[src/rtl/logic_unit_arbiter_pkg.sv]
// ============================================================================
//  Module      : logic_unit_arbiter_pkg
//  Description : Shared op codes, FSM state encoding and id width for the
//                logic_unit_arbiter block.
//  Revision    : 1.0  initial release
// ============================================================================
`default_nettype none

package logic_unit_arbiter_pkg;

  localparam logic [1:0] LOP_AND = 2'b00;
  localparam logic [1:0] LOP_OR  = 2'b01;
  localparam logic [1:0] LOP_XOR = 2'b10;
  localparam logic [1:0] LOP_ILL = 2'b11;

  localparam int unsigned ID_W = 3;

  typedef enum logic [1:0] {
    ST_IDLE = 2'b00,
    ST_BUSY = 2'b01,
    ST_DONE = 2'b10
  } state_e;

endpackage

`default_nettype wire

[src/rtl/logic_unit_arbiter_rr.sv]
// ============================================================================
//  Module      : rr_arbiter
//  Description : Combinational round-robin grant: the first requester at or
//                after the pointer, wrapping at NUM_REQ. Produces a one-hot grant.
//  Revision    : 1.0  initial release
// ============================================================================
`default_nettype none

module rr_arbiter
  import logic_unit_arbiter_pkg::*;
#(
  parameter int NUM_REQ = 2
) (
  input  logic [NUM_REQ-1:0] req_i,
  input  logic [ID_W-1:0]    ptr_i,
  input  logic               en_i,
  output logic [NUM_REQ-1:0] grant_o
);

  logic found;

  // Scan offsets from the pointer; compare against constant indices so no
  // variable bit-select is needed.
  always_comb begin
    grant_o = '0;
    found   = 1'b0;
    for (int off = 0; off < NUM_REQ; off++) begin
      for (int i = 0; i < NUM_REQ; i++) begin
        if (en_i && !found && req_i[i] && (((int'(ptr_i) + off) % NUM_REQ) == i)) begin
          grant_o[i] = 1'b1;
          found      = 1'b1;
        end
      end
    end
  end

endmodule

`default_nettype wire

[src/rtl/logic_unit_arbiter.sv]
// ============================================================================
//  Module      : logic_unit_arbiter
//  Description : Shares one bitwise logic unit (AND/OR, optional XOR) between
//                NUM_REQ requesters with round-robin arbitration.
//                Define LOGIC_ARB_XOR_EN to enable the XOR op code.
//  Revision    : 1.0  initial release
// ============================================================================
`default_nettype none

module logic_unit_arbiter
  import logic_unit_arbiter_pkg::*;
#(
  parameter int NUM_REQ = 2,
  parameter int WIDTH   = 32
) (
  input  logic                     clock,
  input  logic                     reset,
  input  logic [NUM_REQ-1:0]       req_valid,
  input  logic [2*NUM_REQ-1:0]     req_op,
  input  logic [WIDTH*NUM_REQ-1:0] req_a,
  input  logic [WIDTH*NUM_REQ-1:0] req_b,
  output logic [NUM_REQ-1:0]       req_ready,
  output logic                     resp_valid,
  input  logic                     resp_ready,
  output logic [2:0]               resp_id,
  output logic [WIDTH-1:0]         resp_data,
  output logic                     resp_err,
  output logic                     busy
);

  state_e            state_q, state_d;
  logic [ID_W-1:0]   ptr_q, ptr_d;
  logic [1:0]        op_q, op_d;
  logic [WIDTH-1:0]  a_q, a_d;
  logic [WIDTH-1:0]  b_q, b_d;
  logic [ID_W-1:0]   id_q, id_d;
  logic              resp_valid_q, resp_valid_d;
  logic [ID_W-1:0]   resp_id_q, resp_id_d;
  logic [WIDTH-1:0]  resp_data_q, resp_data_d;
  logic              resp_err_q, resp_err_d;

  logic [NUM_REQ-1:0] grant;
  logic [ID_W-1:0]    gnt_idx;
  logic               arb_en;

  // Grants are suppressed while reset is high so no handshake is lost.
  assign arb_en = (state_q == ST_IDLE) && !reset;

  rr_arbiter #(
    .NUM_REQ (NUM_REQ)
  ) u_rr (
    .req_i   (req_valid),
    .ptr_i   (ptr_q),
    .en_i    (arb_en),
    .grant_o (grant)
  );

  always_comb begin
    state_d      = state_q;
    ptr_d        = ptr_q;
    op_d         = op_q;
    a_d          = a_q;
    b_d          = b_q;
    id_d         = id_q;
    resp_valid_d = resp_valid_q;
    resp_id_d    = resp_id_q;
    resp_data_d  = resp_data_q;
    resp_err_d   = resp_err_q;
    gnt_idx      = '0;

    for (int i = 0; i < NUM_REQ; i++) begin
      if (grant[i]) gnt_idx = ID_W'(i);
    end

    case (state_q)
      ST_IDLE: begin
        if (|grant) begin
          for (int i = 0; i < NUM_REQ; i++) begin
            if (grant[i]) begin
              op_d = req_op[2*i +: 2];
              a_d  = req_a[WIDTH*i +: WIDTH];
              b_d  = req_b[WIDTH*i +: WIDTH];
            end
          end
          id_d    = gnt_idx;
          ptr_d   = (gnt_idx == ID_W'(NUM_REQ - 1)) ? '0 : gnt_idx + 1'b1;
          state_d = ST_BUSY;
        end
      end

      ST_BUSY: begin
        resp_valid_d = 1'b1;
        resp_id_d    = id_q;
        resp_err_d   = 1'b0;
        resp_data_d  = '0;
        case (op_q)
          LOP_AND: resp_data_d = a_q & b_q;
          LOP_OR:  resp_data_d = a_q | b_q;
`ifdef LOGIC_ARB_XOR_EN
          LOP_XOR: resp_data_d = a_q ^ b_q;
`else
          LOP_XOR: resp_err_d  = 1'b1;
`endif
          LOP_ILL: resp_err_d  = 1'b1;
        endcase
        state_d = ST_DONE;
      end

      ST_DONE: begin
        if (resp_ready) begin
          resp_valid_d = 1'b0;
          state_d      = ST_IDLE;
        end
      end

      default: state_d = ST_IDLE;
    endcase
  end

  always_ff @(posedge clock) begin
    if (reset) begin
      state_q      <= ST_IDLE;
      ptr_q        <= '0;
      op_q         <= '0;
      a_q          <= '0;
      b_q          <= '0;
      id_q         <= '0;
      resp_valid_q <= 1'b0;
      resp_id_q    <= '0;
      resp_data_q  <= '0;
      resp_err_q   <= 1'b0;
    end else begin
      state_q      <= state_d;
      ptr_q        <= ptr_d;
      op_q         <= op_d;
      a_q          <= a_d;
      b_q          <= b_d;
      id_q         <= id_d;
      resp_valid_q <= resp_valid_d;
      resp_id_q    <= resp_id_d;
      resp_data_q  <= resp_data_d;
      resp_err_q   <= resp_err_d;
    end
  end

  assign req_ready  = grant;
  assign resp_valid = resp_valid_q;
  assign resp_id    = resp_id_q;
  assign resp_data  = resp_data_q;
  assign resp_err   = resp_err_q;
  assign busy       = (state_q != ST_IDLE);

endmodule

`default_nettype wire

[config.mk]
export PLATFORM = sky130hd
export DESIGN_NAME = logic_unit_arbiter
export DESIGN_NICKNAME = d
export VERILOG_FILES = /design/src/rtl/logic_unit_arbiter_pkg.sv /design/src/rtl/logic_unit_arbiter_rr.sv /design/src/rtl/logic_unit_arbiter.sv
export SDC_FILE = /design/constraint.sdc
export NUM_CORES = 1
export LEC_CHECK = 0
export ABC_AREA = 1
export BUFFER_PORTS_ARGS = -buffer_cell sky130_fd_sc_hd__buf_2
export CORE_AREA = 2 2 104 106
export CTS_CLUSTER_SIZE = 14
export DETAILED_ROUTE_END_ITERATION = 7
export DIE_AREA = 0 0 106 108
export PLACE_DENSITY = 0.78
export SLEW_MARGIN = 20
export SYNTH_ARGS = -nofsm -noshare
export SYNTH_HDL_FRONTEND = slang
export SYNTH_SLANG_ARGS = --single-unit
export TNS_END_PERCENT = 20
[constraint.sdc]
create_clock -name clock -period 1.64 [get_ports clock]
set_clock_uncertainty 0.05 [all_clocks]
set_input_delay 0.41 -clock clock [delete_from_list [all_inputs] [get_ports clock]]
set_output_delay 0.41 -clock clock [all_outputs]
set_load 0.1 [all_outputs]
==> out/metrics.cfg, run 1 <==
[floorplan]
initial_utilization_pct=49.3
pin_count=177
dieArea_um2=11400
fp.coreArea_um2=10200
die_w_um=106
rows=37
die_y_um=108

[route]
met1Wirelength_um=5700
drc=0
routed-wl-met2_um=6170
num_vias=5157
postRouteAntennaNets=0
viasPerCell=4.65
firstDrtPassIters=4
detail_route.iter0.violations=225
wl_met3_um=769
routed_wirelength_um=12900
wl_per_cell_um=11.6
top_layer_used=met4

[critical_path]
path_buf_inv=2
critPathLaunchType=flip-flop
crit_family=flip-flops
crit_path_top_delay_cell=dfxtp_2
worst-setup-path-type=flip-flop to primary output
required_ns=1.18
cpPeakStageDelay_ns=0.34
end_kind=primary output
r2r-start=ptr_q[0]
cp_max_fo=3
crit_chain=inv_2 > nand3_4 > nor2_4 > buf_12
startpoint=state_q[0]
critPathArrivalTime_ns=1.22

[global_routing]
grt_max_degree=79
grt_pass1_vias=4644
grt_pass1_wl_um=21300
antenna_found_initial=0
overflow=0
grt_use_total_pct=23.0

[logic_synthesis]
async_flop_share_pct=0
synth_flop_cell=dfxtp_1
synth_most_common_cell=nand2_1
postSynthAreaPerCell_um2=6.33
synth_top_area_cell=dfxtp_1
synth_area_leaders=dfxtp_1 (42%), nand2_1 (16%), nor2_1 (15%)
synthCells=796
synth_top_area_share_pct=41.7
synth-edff-count=0
yosys_warnings=0
ys_seq_area_share_pct=41.7
synth_cell_type_count=21
netlist_top_cells_count=nand2_1 (212), nor2_1 (207), dfxtp_1 (105), inv_1 (92), nand3_1 (48)
synth_seq_cells=105
syn-cell-area_um2=5040

[placed_design]
preCtsSetupSlack_ns=-0.0279
port_buffers=174
routabilityCongestion=0.790
place_area_um2=6150
hpwl_um=8890

[worst_hold_path]
hp-start=resp_ready
hold_path.class=primary input to flip-flop

[run]
cap_violations=0

[clocking]
cts_tree=built
clk_latency_ns=0.37
root_buffer=clkbuf_8
clkSinkCount=105
cts_made_buffers=9
cts_buffer_depth=2
ctsHoldBuffers=0
htree_levels=3
path_clk_slew_ns=0.10

[timing]
setup_ws_ns=-0.0374
drv_slew=0
fmax_ghz=0.596
period_needed_ns=1.68
finalHoldViolCount=0
fin_tns_setup_ns=-0.0399
slew_headroom_pct=44.5
tightest_slew_ns=0.832
rsz0062_at_grt=true
final-setup-viol-count=2
fin_crit_sh_pct=102

[finish]
regArea_um2=2110
design_area_um2=6520
diodes=0
multi_input_area_um2=2380
final_core_util_pct=63.7
syn2layout_area_growth_pct=29.3
drive_above_1_share_pct=24.9
nets=1105
fillers=1017

[power_and_ir_drop]
p_leak_nw=3.25
power_switching_w=0.00222
ir_worst_vdd_uv=459
p_per_area_nw_per_um2=966
power_frac_clock_pct=26.6
p_seq_share_pct=45.4
total_power_w=0.00629
internal-power_w=0.00407
pwr-share-comb_pct=27.9
p_sw_share_pct=35.3

[run_status]
status=finished with violations
violations=setup timing

-- power by group through the flow --
stage	Sequential, W	Combinational, W	Clock, W
final	0.00286	0.00176	0.00168
after global routing	0.00289	0.00192	0.00184
after CTS	0.00286	0.00173	0.00173
after detailed placement	0.00291	0.00170	0
after global placement	0.00291	0.00169	0
after floorplan	0.00337	0.000750	0
-- metal layers --
metal	GRT usage [%]	up-vias
met4	7.99	0
li1	-	2774
met1	29.2	2209
met5	0	-
met3	3.92	16
met2	39.7	158
-- repair_timing --
item / in CTS / in global routing
pin swaps: 4 / 3
buffers inserted: 7 / 1
endpoints found under the setup margin: 7 / 35
resized for setup: 12 / 31
-- layout by cell type (no fill, tap or decap), drive strengths merged --
master  synthesis  routed
a21oi          10      10
a311oi          1       1
buf            29     181
bufinv          0       1
clkbuf         16      34
clkinv          2       2
conb            1       2
dfxtp         105     105
inv            93      98
nand2         212     212
nand3          49      49
nand3b          1       1
nor2          209     209
nor3            2       2
o211ai         32      32
o21ai          34      34
-- logic make-up after synthesis --
family                 count (synthesis)  share of synthesized area [%]
buffers and inverters                140                           11.7
other                                  1                         0.0744
AO/OA/AOI/OAI                         77                           9.38
AND/OR/NAND/NOR                      473                           37.1
flip-flops                           105                           41.7
-- worst reg2reg max path: stages (launching register included) --
cell	delay (ns)
dfxtp_2	0.35
inv_1	0.05
nand2_1	0.06
nand2_2	0.07
buf_4	0.14
a21oi_4	0.26
buf_4	0.24
nor2_1	0.05
nor2_1	0.11
nor2_1	0.06
-- per-stage QoR --
stage	hold WS, ns	instances
floorplan	0.396	797
global placement	0.398	1085
detailed placement	0.402	1085
CTS	0.176	1108
global route	0.183	1109
finish	0.201	1109
-- state kept, by name (all words and copies together) (netlist names) --
signal      count
a_q            32
b_q            32
id_q            1
op_q            2
ptr_q           1
resp_data      32
resp_err        1
resp_id         1
resp_valid      1
state_q         2
-- layout make-up --
| type | count | share of cell area [%] |
|---|---|---|
| sequential | 105 | 32.3 |
| timing repair buffer | 205 | 19.8 |
| multi-input combinational | 552 | 36.5 |
| clock inverter | 6 | 1.08 |
| clock buffer | 10 | 2.11 |
| tap | 136 | 2.61 |
| inverter | 95 | 5.55 |
-- worst paths after layout --
path                         to  slack [ns]  cells past startpoint
setup / recovery   req_ready[1]       -0.04                      4
hold / removal       resp_valid        0.20                      2
setup reg to reg         b_q[4]        0.07                      9
hold reg to reg   resp_data[11]        0.42                      2
Power figures use the tool's default switching activity.
==> run 2, diff against run 1 <==
Settings changed: MAX_ROUTING_LAYER set to met4.
==> run 2 against run 1 <==
  * The run still ends with setup timing left
  * Sequential share of layout area is essentially flat
  * Hold slack worse by 0.0050 ns
  * Total power grew 0.13%
==> out/metrics.cfg, run 2 (synthesis gave the netlist of run 1 again) <==
[route]
num_vias=5162  ; +0.097%
postRouteAntennaNets=0  ; unchanged
viasPerCell=4.65  ; about the same
detail_route.iter0.violations=220  ; -2.2%
wl_per_cell_um=11.6  ; +0.29%
drc=0  ; unchanged
routed_wirelength_um=12900  ; +0.29%
firstDrtPassIters=4  ; unchanged

[worst_hold_path]
hold_path.class=primary input to flip-flop
hp-start=resp_ready

[timing]
setup_ws_ns=-0.0517  ; -0.0142 ns
slew_headroom_pct=44.0  ; -0.55 points
rsz0062_at_grt=true
drv_slew=0  ; unchanged
finalHoldViolCount=0  ; unchanged
tightest_slew_ns=0.841  ; +0.00831 ns
final-setup-viol-count=2  ; unchanged
period_needed_ns=1.69  ; +0.0142 ns
fmax_ghz=0.591  ; -0.84%
fin_crit_sh_pct=103  ; +0.87 points
holdWs_ns=0.196  ; -0.00496 ns
fin_tns_setup_ns=-0.0657  ; -0.0259 ns

[finish]
diodes=0  ; unchanged
final_common_cell=nand2_1
final_cell_mix=nand2_1 (206), nor2_1 (205), buf_2 (143)
nets=1105  ; unchanged
syn2layout_area_growth_pct=29.2  ; about the same
drive_above_1_share_pct=24.8  ; -0.10 points

[power_and_ir_drop]
pwr-share-comb_pct=27.9  ; about the same
p_per_area_nw_per_um2=968  ; +0.21%
power_switching_w=0.00223  ; +0.43%
p_seq_share_pct=45.4  ; about the same
p_sw_share_pct=35.4  ; +0.11 points
p_leak_nw=3.25  ; about the same
internal-power_w=0.00407  ; about the same
power_frac_clock_pct=26.7  ; about the same
ir_worst_vdd_uv=460  ; +0.13%

[clocking]
cts_tree=built
clkSinkCount=105  ; unchanged
root_buffer=clkbuf_8
ctsHoldBuffers=0  ; unchanged
htree_levels=3  ; unchanged
cts_made_buffers=9  ; unchanged
cts_buffer_depth=2  ; unchanged
clk_latency_ns=0.37  ; about the same
path_clk_slew_ns=0.10  ; about the same

[critical_path]
startpoint=state_q[1]
end_kind=primary output
cp_max_fo=3  ; unchanged
r2r-start=ptr_q[0]
worst-setup-path-type=flip-flop to primary output
critPathLaunchType=flip-flop
critPathArrivalTime_ns=1.23  ; about the same
required_ns=1.18  ; about the same

[floorplan]
pin_count=177  ; unchanged
rows=37  ; unchanged
initial_utilization_pct=49.3  ; unchanged
dieArea_um2=11400  ; unchanged
fp.coreArea_um2=10200  ; unchanged
die_y_um=108  ; unchanged
die_w_um=106  ; unchanged

[global_routing]
grt_pass1_vias=4638  ; -0.13%
antenna_found_initial=0  ; unchanged
grt_max_degree=79  ; unchanged
grt_pass1_wl_um=21300  ; +0.23%
overflow=0  ; unchanged
grt_use_total_pct=23.7  ; +0.73 points

[placed_design]
hpwl_um=8890  ; unchanged
routabilityCongestion=0.801  ; +1.4%
port_buffers=174  ; unchanged

[run_status]
violations=setup timing
status=finished with violations

[run]
cap_violations=0  ; unchanged

==> run 2: changes by cell type in the layout (fill, tap and decap cells not counted), sizes merged <==
cell / before / now
buf: 181 / 182
clkbuf: 34 / 33
==> run 2: cell type report <==
| cell class | instances | area [um^2] |
|---|---|---|
| fill | 1015 | 3720 |
| multi-input combinational | 552 | 2380 |
| sequential | 105 | 2110 |
| timing repair buffer | 205 | 1290 |
| inverter | 95 | 362 |
| tap | 136 | 170 |
| clock buffer | 10 | 138 |
| clock inverter | 6 | 70.1 |
==> run 2: repair_timing <==
item	CTS	global route
resized for setup	12	29
cloned	0	0
pin swaps	4	3
endpoints found under the setup margin	7	31
buffers inserted	7	1
==> run 2: worst paths after layout <==
path / to / slack [ns] / depth (start not counted)
max: req_ready[1] / -0.05 / 4
min: resp_valid / 0.20 / 2
max reg2reg: b_q[4] / 0.07 / 9
min reg2reg: resp_data[11] / 0.42 / 2
==> run 2: worst max-delay path, stage by stage, from the launching register on <==
cell and delay, ns:
dfxtp_2 0.34, inv_2 0.07, nand3_4 0.11, nor2_4 0.16, buf_12 0.18
==> run 2: power by group through the flow <==
stage	Sequential, W	Combinational (W)	Clock [W]
finish	0.00286	0.00176	0.00168
global route	0.00289	0.00191	0.00184
CTS	0.00286	0.00173	0.00173
detailed placement	0.00291	0.00170	0
global placement	0.00291	0.00169	0
floorplan	0.00337	0.000750	0
==> run 2: through the flow <==
| stage | setup WS (ns) | util [%] | instance area [um^2] | std cells | total power [W] |
|---|---|---|---|---|---|
| after floorplan | 0.0252 | - | 5060 | 797 | 0.00412 |
| after global placement | -0.0284 | 60.1 | 6150 | 1085 | 0.00460 |
| after detailed placement | -0.0279 | 60.1 | 6150 | 1085 | 0.00462 |
| after CTS | -0.0562 | 62.8 | 6430 | 1108 | 0.00633 |
| after global routing | -0.104 | 63.7 | 6510 | 1109 | 0.00664 |
| final | -0.0517 | 63.7 | 6510 | 1109 | 0.00630 |
==> run 2: layer usage <==
metal  GRT usage, %  wire [um]  vias to the layer above
met1           29.3       5860                     2208
met2           39.9       6120                      161
met5              -          0                        -
met3           3.80        693                       18
met4           7.99        233                        0
li1               -          -                     2775
